<file path="config.mk">
export PLATFORM = sky130hd
export DESIGN_NAME = riscv_dbg_ctrl
export DESIGN_NICKNAME = d
export VERILOG_FILES = /design/src/rtl/riscv_du_pkg.sv /design/src/rtl/riscv_dbg_acc.sv /design/src/rtl/riscv_dbg_ctrl.sv
export SDC_FILE = /design/constraint.sdc
export NUM_CORES = 1
export LEC_CHECK = 0
export ABC_AREA = 1
export BUFFER_PORTS_ARGS = -buffer_cell sky130_fd_sc_hd__clkbuf_2
export CAP_MARGIN = 20
export CORE_UTILIZATION = 46
export DETAILED_ROUTE_END_ITERATION = 10
export GPL_TIMING_DRIVEN = 0
export PLACE_DENSITY = 0.7
export SLEW_MARGIN = 20
export SYNTH_ARGS = -nofsm -noshare
export SYNTH_HDL_FRONTEND = slang
export SYNTH_SLANG_ARGS = --single-unit
export TNS_END_PERCENT = 20
</file>
<file path="constraint.sdc">
create_clock -name clk -period 3.7 [get_ports clk]
set_input_delay 0.925 -clock clk [delete_from_list [all_inputs] [get_ports clk]]
set_output_delay 0.925 -clock clk [all_outputs]
set_load 0.05 [all_outputs]
</file>
<file path="src/rtl/riscv_du_pkg.sv">
// Debug-unit shared definitions: address map constants, command opcodes and
// the state encodings used by the debug command sequencer.
package riscv_du_pkg;
   localparam int DU_ADDR_SIZE  = 12;
   localparam int DBG_ADDR_SIZE = 16;
   localparam int BANK_SIZE     = DBG_ADDR_SIZE - DU_ADDR_SIZE;

   localparam logic [BANK_SIZE-1:0]    DBG_INTERNAL = 4'h0;
   localparam logic [DU_ADDR_SIZE-1:0] DBG_CTRL     = 12'h000;
   localparam logic [DU_ADDR_SIZE-1:0] DBG_HIT      = 12'h001;

   typedef enum logic [2:0] {
      CMD_NOP    = 3'd0,
      CMD_HALT   = 3'd1,
      CMD_RESUME = 3'd2,
      CMD_STEP   = 3'd3,
      CMD_RD     = 3'd4,
      CMD_WR     = 3'd5
   } dbg_cmd_op_t;

   typedef enum logic [2:0] {S_IDLE, S_ACC, S_GAP, S_RUN, S_RESP} dbg_state_t;
   typedef enum logic [1:0] {PH_SINGLE, PH_SET, PH_HIT, PH_CLR} dbg_phase_t;
   typedef enum logic [1:0] {A_IDLE, A_ACC, A_GAP} acc_state_t;

   function automatic logic [BANK_SIZE-1:0] addr_bank(input logic [DBG_ADDR_SIZE-1:0] addr);
      return addr[DBG_ADDR_SIZE-1:DU_ADDR_SIZE];
   endfunction
endpackage

</file>
<file path="src/rtl/riscv_dbg_acc.sv">
// Single debug-port access engine: strobe held until ack or timeout, followed
// by one strobe-low GAP cycle. A new start is taken in IDLE or in GAP.
module riscv_dbg_acc
   import riscv_du_pkg::*;
#(
   parameter int XLEN    = 32,
   parameter int TIMEOUT = 1024
) (
   input  logic                     clk,
   input  logic                     rst,
   input  logic                     start,
   input  logic                     we,
   input  logic [DBG_ADDR_SIZE-1:0] addr,
   input  logic [XLEN-1:0]          data,
   output logic                     done,
   output logic                     err,
   output logic [XLEN-1:0]          rdata,
   output logic                     dbg_strb,
   output logic                     dbg_we,
   output logic [DBG_ADDR_SIZE-1:0] dbg_addr,
   output logic [XLEN-1:0]          dbg_dati,
   input  logic [XLEN-1:0]          dbg_dato,
   input  logic                     dbg_ack
);
   localparam int CW = ($clog2(TIMEOUT + 1) > 10) ? $clog2(TIMEOUT + 1) : 10;

   acc_state_t               state_reg, state_next;
   logic [CW-1:0]            cnt_reg;
   logic                     we_reg;
   logic [DBG_ADDR_SIZE-1:0] addr_reg;
   logic [XLEN-1:0]          data_reg, rdata_reg;
   logic                     expired;

   assign expired  = (cnt_reg == CW'(TIMEOUT - 1));
   assign dbg_strb = (state_reg == A_ACC);
   assign dbg_we   = we_reg;
   assign dbg_addr = addr_reg;
   assign dbg_dati = data_reg;
   assign rdata    = rdata_reg;
   assign done     = (state_reg == A_ACC) && (dbg_ack || expired);
   assign err      = done && !dbg_ack;

   always_ff @(posedge clk) begin
      if (rst) begin
         state_reg <= A_IDLE;
         cnt_reg   <= '0;
         we_reg    <= 1'b0;
         addr_reg  <= '0;
         data_reg  <= '0;
         rdata_reg <= '0;
      end else begin
         state_reg <= state_next;
         if (start) begin
            we_reg   <= we;
            addr_reg <= addr;
            data_reg <= data;
            cnt_reg  <= '0;
         end else if (state_reg == A_ACC) begin
            cnt_reg <= cnt_reg + 1'b1;
         end
         if (state_reg == A_ACC && dbg_ack && !we_reg)
            rdata_reg <= dbg_dato;
      end
   end

   always_comb begin
      state_next = state_reg;
      case (state_reg)
         A_IDLE:  if (start) state_next = A_ACC;
         A_ACC:   if (dbg_ack || expired) state_next = A_GAP;
         A_GAP:   state_next = start ? A_ACC : A_IDLE;
         default: state_next = A_IDLE;
      endcase
   end
endmodule

</file>
<file path="src/rtl/riscv_dbg_ctrl.sv">
// Debug command sequencer: expands halt/resume/step/read/write commands into
// ordered debug-port accesses and tracks the halted/running state.
module riscv_dbg_ctrl
   import riscv_du_pkg::*;
#(
   parameter int XLEN          = 32,
   parameter int TIMEOUT       = 1024,
   parameter bit HALT_ON_RESET = 1'b0
) (
   input  logic                     clk,
   input  logic                     rst,
   input  logic                     cmd_valid,
   output logic                     cmd_ready,
   input  logic [2:0]               cmd_op,
   input  logic [DBG_ADDR_SIZE-1:0] cmd_addr,
   input  logic [XLEN-1:0]          cmd_data,
   output logic                     rsp_valid,
   output logic [XLEN-1:0]          rsp_data,
   output logic                     rsp_err,
   output logic                     halted,
   output logic                     bp_event,
   output logic                     dbg_stall,
   output logic                     dbg_strb,
   output logic                     dbg_we,
   output logic [DBG_ADDR_SIZE-1:0] dbg_addr,
   output logic [XLEN-1:0]          dbg_dati,
   input  logic [XLEN-1:0]          dbg_dato,
   input  logic                     dbg_ack,
   input  logic                     dbg_bp
);
   localparam int CW = ($clog2(TIMEOUT + 1) > 10) ? $clog2(TIMEOUT + 1) : 10;
   localparam logic [DBG_ADDR_SIZE-1:0] CTRL_ADDR = {DBG_INTERNAL, DBG_CTRL};
   localparam logic [DBG_ADDR_SIZE-1:0] HIT_ADDR  = {DBG_INTERNAL, DBG_HIT};

   dbg_state_t    state_reg, state_next;
   dbg_phase_t    phase_reg, phase_next;
   dbg_cmd_op_t   op_reg, op_next;
   logic          err_reg, err_next, fail_reg, fail_next;
   logic          stall_reg, stall_next, halted_reg, halted_next;
   logic          bp_event_reg, bp_event_next;
   logic [1:0]    shadow_reg, shadow_next, wr_data_reg, wr_data_next;
   logic          wr_ctrl_reg, wr_ctrl_next;
   logic [CW-1:0] run_cnt_reg, run_cnt_next;
   logic          halted_eff;

   logic                     acc_start, acc_we, acc_done, acc_err;
   logic [DBG_ADDR_SIZE-1:0] acc_addr;
   logic [XLEN-1:0]          acc_data, acc_rdata;

   riscv_dbg_acc #(.XLEN(XLEN), .TIMEOUT(TIMEOUT)) u_acc (
      .clk(clk), .rst(rst), .start(acc_start), .we(acc_we), .addr(acc_addr),
      .data(acc_data), .done(acc_done), .err(acc_err), .rdata(acc_rdata),
      .dbg_strb(dbg_strb), .dbg_we(dbg_we), .dbg_addr(dbg_addr),
      .dbg_dati(dbg_dati), .dbg_dato(dbg_dato), .dbg_ack(dbg_ack)
   );

   assign cmd_ready = (state_reg == S_IDLE);
   assign rsp_valid = (state_reg == S_RESP);
   assign rsp_err   = rsp_valid && err_reg;
   assign rsp_data  = (rsp_valid && op_reg == CMD_RD && !err_reg) ? acc_rdata : '0;
   assign halted    = halted_reg;
   assign dbg_stall = stall_reg;
   assign bp_event  = bp_event_reg;

   always_ff @(posedge clk) begin
      if (rst) begin
         state_reg    <= S_IDLE;
         phase_reg    <= PH_SINGLE;
         op_reg       <= CMD_NOP;
         err_reg      <= 1'b0;
         fail_reg     <= 1'b0;
         stall_reg    <= HALT_ON_RESET;
         halted_reg   <= HALT_ON_RESET;
         bp_event_reg <= 1'b0;
         shadow_reg   <= '0;
         wr_data_reg  <= '0;
         wr_ctrl_reg  <= 1'b0;
         run_cnt_reg  <= '0;
      end else begin
         state_reg    <= state_next;
         phase_reg    <= phase_next;
         op_reg       <= op_next;
         err_reg      <= err_next;
         fail_reg     <= fail_next;
         stall_reg    <= stall_next;
         halted_reg   <= halted_next;
         bp_event_reg <= bp_event_next;
         shadow_reg   <= shadow_next;
         wr_data_reg  <= wr_data_next;
         wr_ctrl_reg  <= wr_ctrl_next;
         run_cnt_reg  <= run_cnt_next;
      end
   end

   always_comb begin
      state_next    = state_reg;
      phase_next    = phase_reg;
      op_next       = op_reg;
      err_next      = err_reg;
      fail_next     = fail_reg;
      stall_next    = stall_reg;
      halted_next   = halted_reg;
      bp_event_next = 1'b0;
      shadow_next   = shadow_reg;
      wr_data_next  = wr_data_reg;
      wr_ctrl_next  = wr_ctrl_reg;
      run_cnt_next  = run_cnt_reg;
      halted_eff    = halted_reg;
      acc_start     = 1'b0;
      acc_we        = 1'b0;
      acc_addr      = '0;
      acc_data      = '0;
      case (state_reg)
         S_IDLE: begin
            // Auto-halt takes effect before a coincident command is judged.
            if (!halted_reg && dbg_bp) begin
               stall_next    = 1'b1;
               halted_next   = 1'b1;
               bp_event_next = 1'b1;
               halted_eff    = 1'b1;
            end
            if (cmd_valid) begin
               op_next      = dbg_cmd_op_t'(cmd_op);
               err_next     = 1'b0;
               fail_next    = 1'b0;
               phase_next   = PH_SINGLE;
               wr_ctrl_next = (cmd_op == CMD_WR) && (cmd_addr == CTRL_ADDR);
               wr_data_next = cmd_data[1:0];
               state_next   = S_RESP;
               case (dbg_cmd_op_t'(cmd_op))
                  CMD_NOP: ;
                  CMD_HALT: begin
                     stall_next  = 1'b1;
                     halted_next = 1'b1;
                  end
                  CMD_RESUME: if (halted_eff) begin
                     acc_start  = 1'b1;
                     acc_we     = 1'b1;
                     acc_addr   = HIT_ADDR;
                     phase_next = PH_HIT;
                     state_next = S_ACC;
                  end
                  CMD_STEP: if (halted_eff) begin
                     acc_start  = 1'b1;
                     acc_we     = 1'b1;
                     acc_addr   = CTRL_ADDR;
                     acc_data   = {{(XLEN-2){1'b0}}, shadow_reg[1], 1'b1};
                     phase_next = PH_SET;
                     state_next = S_ACC;
                  end else begin
                     err_next = 1'b1;
                  end
                  CMD_RD, CMD_WR: begin
                     if (!halted_eff && addr_bank(cmd_addr) != DBG_INTERNAL) begin
                        err_next = 1'b1;
                     end else begin
                        acc_start  = 1'b1;
                        acc_we     = (cmd_op == CMD_WR);
                        acc_addr   = cmd_addr;
                        acc_data   = cmd_data;
                        state_next = S_ACC;
                     end
                  end
                  default: err_next = 1'b1;
               endcase
            end
         end
         S_ACC: if (acc_done) begin
            err_next   = err_reg | acc_err;
            fail_next  = acc_err;
            state_next = S_GAP;
            if (!acc_err && wr_ctrl_reg && op_reg == CMD_WR)
               shadow_next = wr_data_reg;
         end
         S_GAP: begin
            state_next = S_RESP;
            if (fail_reg) begin
               // A failed step access abandons the rest but leaves the core stalled.
               if (op_reg == CMD_STEP) stall_next = 1'b1;
            end else if (op_reg == CMD_RESUME) begin
               stall_next  = 1'b0;
               halted_next = 1'b0;
            end else if (op_reg == CMD_STEP && phase_reg == PH_SET) begin
               stall_next   = 1'b0;
               run_cnt_next = '0;
               state_next   = S_RUN;
            end else if (op_reg == CMD_STEP && phase_reg == PH_HIT) begin
               acc_start  = 1'b1;
               acc_we     = 1'b1;
               acc_addr   = CTRL_ADDR;
               acc_data   = {{(XLEN-2){1'b0}}, shadow_reg[1], 1'b0};
               phase_next = PH_CLR;
               state_next = S_ACC;
            end
         end
         S_RUN: begin
            run_cnt_next = run_cnt_reg + 1'b1;
            if (dbg_bp || run_cnt_reg == CW'(TIMEOUT - 1)) begin
               if (!dbg_bp) err_next = 1'b1;
               stall_next = 1'b1;
               acc_start  = 1'b1;
               acc_we     = 1'b1;
               acc_addr   = HIT_ADDR;
               phase_next = PH_HIT;
               state_next = S_ACC;
            end
         end
         S_RESP:  state_next = S_IDLE;
         default: state_next = S_IDLE;
      endcase
   end
endmodule

</file>
# == After elaboration in Yosys (flattened, before gate mapping) ==
# Cells that the tools add are included.
# W data, S select, Z words.
# word_totals
out_inout_bits,88
ff_bits,123
word_cells,189
# op_classes
eq_ne,33
n_mux,87
reduce_logical,47
n_addsub,2
bitwise_logic,2
# ops
op,count
$pmux W32 S2,2
$mux W32,3
$pmux W16 S2,2
$mux W1,37
$mux W11,3
$mux W16,2
$mux W2,14
$mux W3,9
$add A11 B1 Y11 const B,2
$eq A11 B10 Y1 const B,2
$pmux W11 S2,1
$eq A3 B2 Y1 const B,6
$ne A2 B2 Y1 const B,9
$logic_not A16 Y1,1
$eq A3 B3 Y1 const B,5
$pmux W1 S3,5
$logic_and A1 B1 Y1,14
$pmux W2 S3,2
$pmux W3 S4,1
$reduce_and A3 Y1,4
$pmux W1 S2,4
$reduce_and A4 Y1,2
$reduce_or A2 Y1,4
$reduce_and A7 Y1,1
20 further kinds,36

# == Logic depth before layout (Yosys ltp) ==
# Gate-level depths: netlist of the first run.
# depth
ltp_word,12
depth_mapped,12

# == Hierarchy ==
# From an unflattened synthesis of the first run, not the netlist that was laid out.
# hier_totals
hier_cells,896
area_unflattened_um2,5853.1
# by_module_without_submodules
module,seq_area_each_um2,n_inst,cells_per_inst,area_per_inst_um2
riscv_dbg_acc,1881.8,1,448,3394.5
riscv_dbg_ctrl,540.5,1,448,2458.6

# == Worst setup path after synthesis of the first run ==
# OpenSTA, ideal clock, no wires.
# synth_path
path_type,register to output
start,register state_reg[1]
end,output port rsp_data[10]
arrival_time_ns,2.803
path_stages_with_launch,5
setup_slack_ns,-0.028
n_path_buf,1
cell_sequence,dfxtp_1 nor3_1 nand3_1 clkbuf_1 nor2_1
# synth_via
elab_chain_cells,4
# synth_rtl
item,line,text
from (decl),riscv_dbg_ctrl.sv:35,"dbg_state_t state_reg, state_next;"
from (signal assigned),riscv_dbg_ctrl.sv:80,state_reg <= state_next;
$eq A3 B3 Y1,riscv_dbg_ctrl.sv:58,assign rsp_valid = (state_reg == S_RESP);
net rsp_valid,riscv_dbg_ctrl.sv:17,"output logic rsp_valid,"
$logic_and A1 B1 Y1 (2 in a row),riscv_dbg_ctrl.sv:60,assign rsp_data = (rsp_valid && op_reg == CMD_RD && !err_reg) ? acc_rdata : '0;
$mux W32,riscv_dbg_ctrl.sv:60,
to (decl),riscv_dbg_ctrl.sv:18,"output logic [XLEN-1:0] rsp_data,"
# The timed path passes the listed nets, and every way through them passes these cells.

# == Worst setup path after layout of the first run ==
# layout_path
start,register op_reg[1]
end,output port rsp_data[12]
# layout_via
elab_chain_cells,4
# layout_rtl
item,line,text
from (decl),riscv_dbg_ctrl.sv:37,"dbg_cmd_op_t op_reg, op_next;"
from (signal assigned),riscv_dbg_ctrl.sv:82,op_reg <= op_next;
$eq A3 B3 Y1,riscv_dbg_ctrl.sv:60,
$logic_and A1 B1 Y1 (2 in a row),riscv_dbg_ctrl.sv:60,
$mux W32,riscv_dbg_ctrl.sv:60,
# No other way between the ends.

==> impl_metrics.yaml, run 1 <==
routing:
  routed_wl_um: 13800
  drc: 0
  drt_iter0_drc: 295
  drt_first_pass_iters: 5
  wl_per_cell_um: 12.6
  via_per_inst: 4.93
  vias: 5411
  postRouteAntennaNets: 0
timing:
  fin_crit_ns: 3.02
  max_freq_ghz: 0.331
  skew_ns: 0.00694
  tightest_slew_ns: 0.673
  finalCritPeriodShare: 0.816
  setup_viol: 0
  maxSlewViolCount: 0
  hold_viol_final: 0
  relSlewSlack: 0.551
  finalSetupTns_ns: 0
  hold_ws_ns: 0.450
  rsz0062_at_grt: "no"
die:
  rows: 38
  initial_core_util: 0.482
  die_area_um2: 12000
  core-area_um2: 11100
  die_y_um: 110
  die_w_um: 110
  io_pins: 176
critical_path:
  arrival_ns: 2.10
  r2r_slack_ns: 1.63
  cp_top_family: "simple AND/OR/NAND/NOR gates"
  setup.worst_path.start_class: "flip-flop"
  slowest_delay_ns: 0.36
  worst_r2r_endpoint: "u_acc.dbg_dati[8]"
  r2r.worst_path.cells: 12
  crit_end: "rsp_data[12]"
  worstPathCellList: "nor3_1 -> nand3_1 -> clkbuf_1 -> nor2_1 -> clkbuf_2"
  cp_num_buf_inv: 2
  startpoint: "op_reg[1]"
  r2r_start: "run_cnt_reg[0]"
  worstPathMaxFanout: 10
  cp-end-kind: "primary output"
  crit_slowest_cell: "dfxtp_1"
  cp.depth: 5
  worstSetupPathType: "flip-flop to primary output"
  cp.required_ns: 2.77
global_route:
  grt_pass1_wl_um: 22300
  overflow: 0
  grt_max_degree: 17
  antenna_found_initial: 0
  grt_pass1_vias: 5002
  grt_use_total: 0.239
final_layout:
  fin_util: 0.633
  stdcell_area_um2: 7020
  synthToLayoutAreaGrowth_pct: 31.3
  multi_input_area_um2: 2480
  nets: 1035
  seqCellArea_um2: 2420
  fillers: 1100
  antenna_cells: 0
  drive_gt1_frac: 0.273
synth:
  synthArstFlopShare: 0
  ys_seq_area_frac: 0.453
  syn_inst: 751
  syn_area_per_cell_um2: 7.11
  synthesis.nets: 841
  ys_dominant_reg_cell: "dfxtp_1"
  yosys_warnings: 0
  synth_top_area_frac: 0.453
  yosys_register_bits: 121
  yosysUniqueCellTypes: 33
  ys_top_cells_by_area: "dfxtp_1 (45%), nand2_1 (12%), a21oi_1 (9.0%), nor2_1 (6.3%), o21ai_0 (5.1%)"
  yosysTopAreaCell: "dfxtp_1"
  synth-edff-count: 0
  syn_area_um2: 5340
cts:
  cts_sinks: 121
  cts_buffer_depth: 2
  post_cts_resized: 0
  ctsHoldBuffers: 0
  clk_latency_ns: 0.41
  cts_made_buffers: 17
  h-tree-depth: 4
  cts_tree: "built"
  clk_pin_slew_ns: 0.06
  clockRootBuffer: "clkbuf_16"
  postCtsSetupBuffers: 0
placed_design:
  globalplace.congestion: 0.878
  port_buffers: 175
  dp_hpwl_um: 10300
  place_area_um2: 6400
power_and_ir_drop:
  power.total_w: 0.00426
  ir_drop_mv: 0.345
  power.density_nw_per_um2: 607
  leakagePower_nw: 3.00
status:
  status: "finished, final reports clean"
worst_hold_path:
  worstHoldStart: "u_acc.rdata[25]"
  hp-class: "flip-flop to flip-flop"
job:
  cap_violations: 0
-- power by group --
| part | switching (W) | total [W] | internal (W) | leakage [nW] |
|---|---|---|---|---|
| Clock | 0.000565 | 0.00171 | 0.00114 | 0.310 |
| Sequential | 0.0000865 | 0.00152 | 0.00143 | 0.980 |
| Combinational | 0.000745 | 0.00104 | 0.000293 | 1.71 |
| Total | 0.00140 | 0.00426 | 0.00287 | 3.00 |
-- metal layers --
| layer | GRT usage | vias to the layer above | wire (um) |
|---|---|---|---|
| met5 | 0 | - | 0 |
| met4 | 0.111 | 0 | 383 |
| met3 | 0.0705 | 28 | 942 |
| met2 | 0.393 | 164 | 6270 |
| met1 | 0.287 | 2417 | 6250 |
| li1 | - | 2802 | - |
-- logic make-up (layout without fill, tap and decap cells) --
group,after synthesis,count (layout),synth area share
simple gates,345,345,0.281
compound gates,168,168,0.167
flops,121,121,0.453
buf+inv,109,316,0.0841
xor+xnor,6,6,0.00984
fa+ha+maj,2,2,0.00468
-- layout make-up --
cell class | count | area share
Tap cell | 140 | 0.0250
Inverter | 76 | 0.0410
Clock inverter | 8 | 0.0164
Buffer | 33 | 0.0230
Multi-Input combinational cell | 521 | 0.353
Clock buffer | 24 | 0.0715
Timing Repair Buffer | 175 | 0.125
Sequential cell | 121 | 0.345
-- synthesized netlist by cell type (4+ instances only) --
cell type	n
nor3_1	9
a21oi_1	96
inv_1	71
clkbuf_1	21
nand4_1	8
nand2_2	13
dfxtp_1	121
nor2_4	4
nand3_1	35
nor2_1	90
nand2_1	170
o21ai_0	54
or2_2	6
a21oi_2	10
buf_2	9
inv_2	4
xor2_1	4
-- tightest hold or removal path: cells and delay by family (launching register included) --
family | cells | cell delay [ns]
compound gates | 1 | 0.05
flops | 1 | 0.29
buf+inv | 1 | 0.06
-- layout by cell type, fill, tap and decap left out, types with 2 or more instances in the layout --
| cell type | Yosys | final |
|---|---|---|
| bufinv_16 | 0 | 3 |
| nand3_1 | 35 | 35 |
| xnor2_1 | 2 | 2 |
| o21ai_0 | 54 | 54 |
| clkbuf_8 | 0 | 5 |
| nand4_1 | 8 | 8 |
| nand2_2 | 13 | 13 |
| buf_6 | 2 | 2 |
| nor4_1 | 3 | 3 |
| dfxtp_1 | 121 | 121 |
| a21boi_0 | 2 | 2 |
| inv_1 | 71 | 71 |
| clkbuf_1 | 21 | 23 |
| nand2_1 | 170 | 170 |
| xor2_1 | 4 | 4 |
| clkbuf_2 | 0 | 175 |
| buf_2 | 9 | 9 |
| nor2_4 | 4 | 4 |
| nor3_1 | 9 | 8 |
| inv_2 | 4 | 4 |
| clkinv_2 | 0 | 5 |
| ha_1 | 2 | 2 |
| nor2_2 | 3 | 3 |
| a21oi_1 | 96 | 96 |
| o21ai_1 | 3 | 3 |
| or2_2 | 6 | 6 |
| nor2_1 | 90 | 90 |
| clkbuf_16 | 0 | 17 |
| a21oi_2 | 10 | 10 |
-- how the worst min path moves through the flow --
stage                      endpoint  slack, ns  cells after the start
global route        u_acc.rdata[24]       0.47                      2
finish              u_acc.rdata[25]       0.45                      2
floorplan            u_acc.rdata[0]       0.43                      2
detailed placement  u_acc.rdata[24]       0.45                      2
global placement    u_acc.rdata[26]       0.44                      2
CTS                  u_acc.rdata[5]       0.45                      2
-- per-stage QoR --
stage | worst slack, ns | std cells
floorplan | 0.481 | 751
global route | 0.556 | 1098
detailed placement | 1.11 | 1066
global placement | 1.12 | 1066
finish | 0.679 | 1098
CTS | 0.663 | 1098
Note: power is estimated with default switching activity, not from simulation.
==> inputs of run 2 (changes only) <==
ABC_AREA = 0   (was 1)
CORE_UTILIZATION = 45   (was 46)
PLACE_DENSITY = 0.72   (was 0.7)
clock period = 2.5 ns   (was 3.7 ns; I/O delays follow)
==> impl_metrics.yaml, run 2 <==
placed_design:
  dp_hpwl_um: 10300
  port_buffers: 173
  place_ws_ns: -0.110
  globalplace.congestion: 0.908
  place_area_um2: 6170
final_layout:
  stdcell_area_um2: 7370
  synthToLayoutAreaGrowth_pct: 44.7
  nets: 850
  final_cell_mix: "clkbuf_2 (141), dfxtp_1 (120), nand2_1 (85)"
  drive_gt1_frac: 0.356
  final_common_cell: "clkbuf_2"
  seqCellArea_um2: 2430
  multi_input_area_um2: 2520
  fillers: 858
  antenna_cells: 0
  fin_util: 0.674
cts:
  clk_latency_ns: 0.41
  cts_made_buffers: 17
  h-tree-depth: 4
  cts_tree: "built"
  cts_sinks: 121
  clk_pin_slew_ns: 0.05
  clockRootBuffer: "clkbuf_16"
  cts_buffer_depth: 2
global_route:
  grt_max_degree: 17
  grt_pass1_vias: 4778
  overflow: 0
  grt_use_total: 0.261
  antenna_found_initial: 0
  grt_pass1_wl_um: 23500
routing:
  routed_wl_um: 15200
  via_per_inst: 5.51
  vias: 5022
  drc: 0
  drt_first_pass_iters: 5
  drt_iter0_drc: 345
  wl_per_cell_um: 16.7
  postRouteAntennaNets: 0
synth:
  synth-compound-area-share: 0.202
  synth_top_family_by_area: "simple AND/OR/NAND/NOR gates"
  syn_inst: 561
  synth_mux_area_frac: 0.00786
  ys_dominant_reg_cell: "dfxtp_1"
  synthAdderAreaFrac: 0.00492
  syn_area_um2: 5090
  syn_area_per_cell_um2: 9.08
  synth-simple-area-share: 0.233
  synthXorXnorAreaFrac: 0.0292
  ys_top_cells_by_area: "dfxtp_1 (48%), a22o_1 (7.6%), nand2_1 (6.3%), a21oi_1 (4.7%), and2_1 (4.2%)"
  yosysMostFrequentCell: "dfxtp_1"
  yosysUniqueCellTypes: 68
  yosys_warnings: 0
  yosysTopAreaCell: "dfxtp_1"
  yosys_register_bits: 121
  synth_common_cells: "dfxtp_1 (121), nand2_1 (85), a21oi_1 (48), a22o_1 (44), nor2_1 (35)"
  ys_seq_area_frac: 0.476
  synthArstFlopShare: 0
  synth-edff-count: 0
  synthesis.nets: 651
  synth_top_area_frac: 0.476
critical_path:
  arrival_ns: 1.92
  worstSetupPathType: "flip-flop to primary output"
  cp-end-kind: "primary output"
  worstPathMaxFanout: 8
  r2r.worst_path.cells: 7
  setup.worst_path.start_class: "flip-flop"
  cp.required_ns: 1.88
die:
  die_w_um: 108
  core-area_um2: 10900
  die_area_um2: 11700
  io_pins: 176
  die_y_um: 108
  initial_core_util: 0.466
  rows: 38
timing:
  finalCritPeriodShare: 1.02
  relSlewSlack: 0.504
  setup_viol: 30
  max_freq_ghz: 0.394
  hold_viol_final: 0
  maxSlewViolCount: 0
  tightest_slew_ns: 0.737
  skew_ns: 0.00834
  fin_crit_ns: 2.54
  rsz0062_at_grt: "yes"
  finalWorstSetupSlack_ns: -0.0407
status:
  violations: "setup timing"
  status: "complete, but fails checks"
power_and_ir_drop:
  leakagePower_nw: 3.05
  power.density_nw_per_um2: 654
  ir_drop_mv: 0.552
job:
  cap_violations: 0
worst_hold_path:
  hp-class: "primary input to flip-flop"
  whs_path_depth: 2
-- run 2: cell count changes after synthesis, moves of 6 or more --
cell / previous run / this run
a21oi_1: 96 / 48
a21oi_2: 10 / 0
a22o_1: 0 / 44
and2_1: 0 / 34
buf_6: 2 / 8
inv_1: 71 / 7
nand2_1: 170 / 85
nand2_2: 13 / 0
nand3_1: 35 / 12
nor2_1: 90 / 35
nor2b_1: 0 / 6
o21ai_0: 54 / 9
xnor2_1: 2 / 11
-- run 2: final timing paths --
path / startpoint / to / slack (ns)
max reg2reg: run_cnt_reg[0] / u_acc.dbg_dati[28] / 0.26
max: state_reg[1] / rsp_data[6] / -0.04
min: cmd_data[25] / u_acc.dbg_dati[25] / 0.42
min reg2reg: u_acc.rdata[30] / u_acc.rdata[30] / 0.46
-- run 2: layout make-up --
| class | count | area share |
|---|---|---|
| Buffer | 37 | 0.0358 |
| Clock buffer | 23 | 0.0635 |
| Clock inverter | 8 | 0.00985 |
| Inverter | 8 | 0.00408 |
| Multi-Input combinational cell | 395 | 0.342 |
| Sequential cell | 121 | 0.329 |
| Tap cell | 140 | 0.0238 |
| Timing Repair Buffer | 180 | 0.192 |
-- run 2: critical path: stages (launching register included) --
cell and delay (ns):
dfxtp_4 0.35, buf_8 0.12, nor2_4 0.10, and2_4 0.14, and4_4 0.34, buf_8 0.15, and2_4 0.14, clkbuf_16 0.16
-- run 2: power by group --
part           leakage, nW  internal, W  switching, W  total (W)
registers            0.980      0.00199     0.0000407    0.00203
logic                 1.81     0.000186      0.000353   0.000539
clock network        0.259      0.00140      0.000850    0.00225
-- run 2: logic make-up (layout without fill, tap and decap cells) --
family / after synthesis / after routing
buffers and inverters: 45 / 256
adder cells (fa/ha/maj): 2 / 2
flip-flops: 121 / 121
multiplexers: 4 / 4
XOR/XNOR: 17 / 17
AND/OR/NAND/NOR: 231 / 231
AO/OA/AOI/OAI: 141 / 141
-- run 2: layer usage --
metal / GRT usage / up-vias / part of all wire
met5: 0 / - / 0
met4: 0.123 / 0 / 0.026
met3: 0.0681 / 35 / 0.070
met2: 0.448 / 202 / 0.50
met1: 0.304 / 2392 / 0.41
li1: - / 2393 / -
-- run 2: metrics by stage --
stage | TNS, ns | hold slack [ns] | cells | total power [W]
6_report | -0.815 | 0.420 | 912 | 0.00482
4_1_cts | -0.131 | 0.410 | 911 | 0.00483
2_1_floorplan | 0 | 0.432 | 561 | 0.00240
3_3_place_gp | -2.72 | 0.438 | 874 | 0.00257
5_1_grt | -3.20 | 0.410 | 912 | 0.00498
3_5_place_dp | -5.49 | 0.442 | 874 | 0.00258
-- run 2: repair_timing --
| action | 4_1_cts | 5_1_grt |
|---|---|---|
| gates resized for setup | 117 | 43 |
| hold buffers | 0 | 0 |
| cloned | 3 | 0 |
| setup buffers | 3 | 1 |
| setup endpoints to repair | 32 | 32 |
| pin swaps | 16 | 10 |
==> inputs of run 3 (changes only) <==
CELL_PAD_IN_SITES_DETAIL_PLACEMENT = 0   (was not set)
CELL_PAD_IN_SITES_GLOBAL_PLACEMENT = 1   (was not set)
CORE_UTILIZATION = 33   (was 45)
==> impl_metrics.yaml, run 3 (synthesis gave the netlist of run 2 again) <==
routing:
  drt_iter0_drc: 317
  highest_layer: "met4"
  met3_length_um: 954
  wl_per_cell_um: 16.5
  routed-wl-met2_um: 7810
  postRouteAntennaNets: 0
  via_per_inst: 5.18
  routed_wl_um: 15800
  drt_first_pass_iters: 5
  drc: 0
  drt-met1-wl_um: 6670
  vias: 4979
timing:
  max_freq_ghz: 0.409
  tightest_slew_ns: 0.791
  rsz0062_at_grt: "no"
  skew_ns: 0.00684
  setup_viol: 0
  hold_viol_final: 0
  hold_ws_ns: 0.422
  fin_crit_ns: 2.45
  finalCritPeriodShare: 0.979
  relSlewSlack: 0.468
  maxSlewViolCount: 0
job:
  cap_violations: 0
die:
  initial_core_util: 0.336
  die_w_um: 126
  rows: 45
  die_area_um2: 15900
  die_y_um: 126
  io_pins: 176
  core-area_um2: 15100
critical_path:
  arrival_ns: 1.82
  cp-end-kind: "primary output"
  r2r_slack_ns: 0.21
  slowest_delay_ns: 0.36
  worstSetupPathType: "flip-flop to primary output"
  worstPathCellList: "nor2_4 -> and2_4 -> and4_4 -> buf_8 -> and2_4 -> clkbuf_16"
  cp_top_family: "simple AND/OR/NAND/NOR gates"
  worstPathMaxFanout: 8
  cp.required_ns: 1.88
  setup.worst_path.start_class: "flip-flop"
  cp_num_buf_inv: 2
  crit_slowest_cell: "and4_4"
  crit_top_cell: "and2_4"
placed_design:
  globalplace.congestion: 0.841
  port_buffers: 173
  dp_hpwl_um: 11600
  dp_cells: 922
cts:
  cts_tree: "built"
  cts_buffer_depth: 2
  clockRootBuffer: "clkbuf_16"
  cts_made_buffers: 17
  cts_sinks: 121
  clk_pin_slew_ns: 0.05
  h-tree-depth: 4
  clk_latency_ns: 0.42
  ctsHoldBuffers: 0
worst_hold_path:
  hp-class: "primary input to flip-flop"
power_and_ir_drop:
  ir_drop_mv: 0.503
  leakagePower_nw: 3.12
  p_sw_frac: 0.250
  pwr-share-clk: 0.502
  power.internal_w: 0.00389
  switching_power_w: 0.00129
  seqPwrFrac: 0.391
  power.density_nw_per_um2: 686
  comb_power_share: 0.107
final_layout:
  nets: 852
  final_cell_count_no_fill: 962
  final_cell_mix: "clkbuf_2 (143), dfxtp_1 (118), nand2_1 (85)"
  synthToLayoutAreaGrowth_pct: 48.6
  final_common_cell: "clkbuf_2"
  antenna_cells: 0
  drive_gt1_frac: 0.366
global_route:
  overflow: 0
  grt_max_degree: 17
  grt_pass1_vias: 4984
  antenna_found_initial: 0
  grt_use_total: 0.205
  grt_pass1_wl_um: 25400
status:
  status: "finished, final reports clean"
## run 3: cell count changes in the layout (fill, tap and decap cells not counted), sizes merged
cell / delta
buf: -12
clkbuf: +10
bufinv: +3
clkinv: +1
clkinvlp: -1
inv: +1
## run 3: final cells by class
cell class                      instances  area [um2]
Tap cell                              188         235
Multi-Input combinational cell        395        2510
Inverter                                8        30.0
Buffer                                 35         241
Clock inverter                         12         173
Sequential cell                       121        2430
Clock buffer                           19         453
Timing Repair Buffer                  184        1500
Fill cell                            1418        7580
## run 3: what timing repair did
item | 4_1_cts | 5_1_grt
setup endpoints to repair | 32 | 31
gates cloned | 3 | 0
buffers inserted | 4 | 4
gates resized for setup | 132 | 11
pin swaps | 7 | 3
## run 3: power groups by stage
stage	Sequential (W)	Combinational [W]	Clock (W)
floorplan	0.00216	0.000242	0
global placement	0.00206	0.000523	0
detailed placement	0.00207	0.000527	0
CTS	0.00203	0.000545	0.00265
global route	0.00204	0.000594	0.00274
finish	0.00203	0.000554	0.00260
## run 3: routing by layer
metal	up-vias	track usage
met1	2358	0.231
met4	0	0.0907
met2	184	0.359
li1	2403	-
met3	34	0.0590
met5	-	0
## run 3: final timing paths
kind,depth (start not counted),end,start
max,6,rsp_data[22],state_reg[1]
min,2,u_acc.dbg_dati[27],cmd_data[27]
max reg2reg,7,u_acc.dbg_addr[10],state_reg[2]
min reg2reg,2,u_acc.rdata[0],u_acc.rdata[0]
## run 3: metrics by stage
stage | setup slack (ns) | total power, W | cell area (um2) | utilization | setup TNS [ns]
floorplan | 0.126 | 0.00240 | 5130 | - | 0
global placement | -0.135 | 0.00259 | 6230 | 0.411 | -8.95
detailed placement | -0.194 | 0.00259 | 6230 | 0.411 | -11.88
CTS | 0.00746 | 0.00522 | 7540 | 0.498 | 0
global route | 0.00117 | 0.00537 | 7560 | 0.499 | 0
finish | 0.0536 | 0.00519 | 7560 | 0.499 | 0
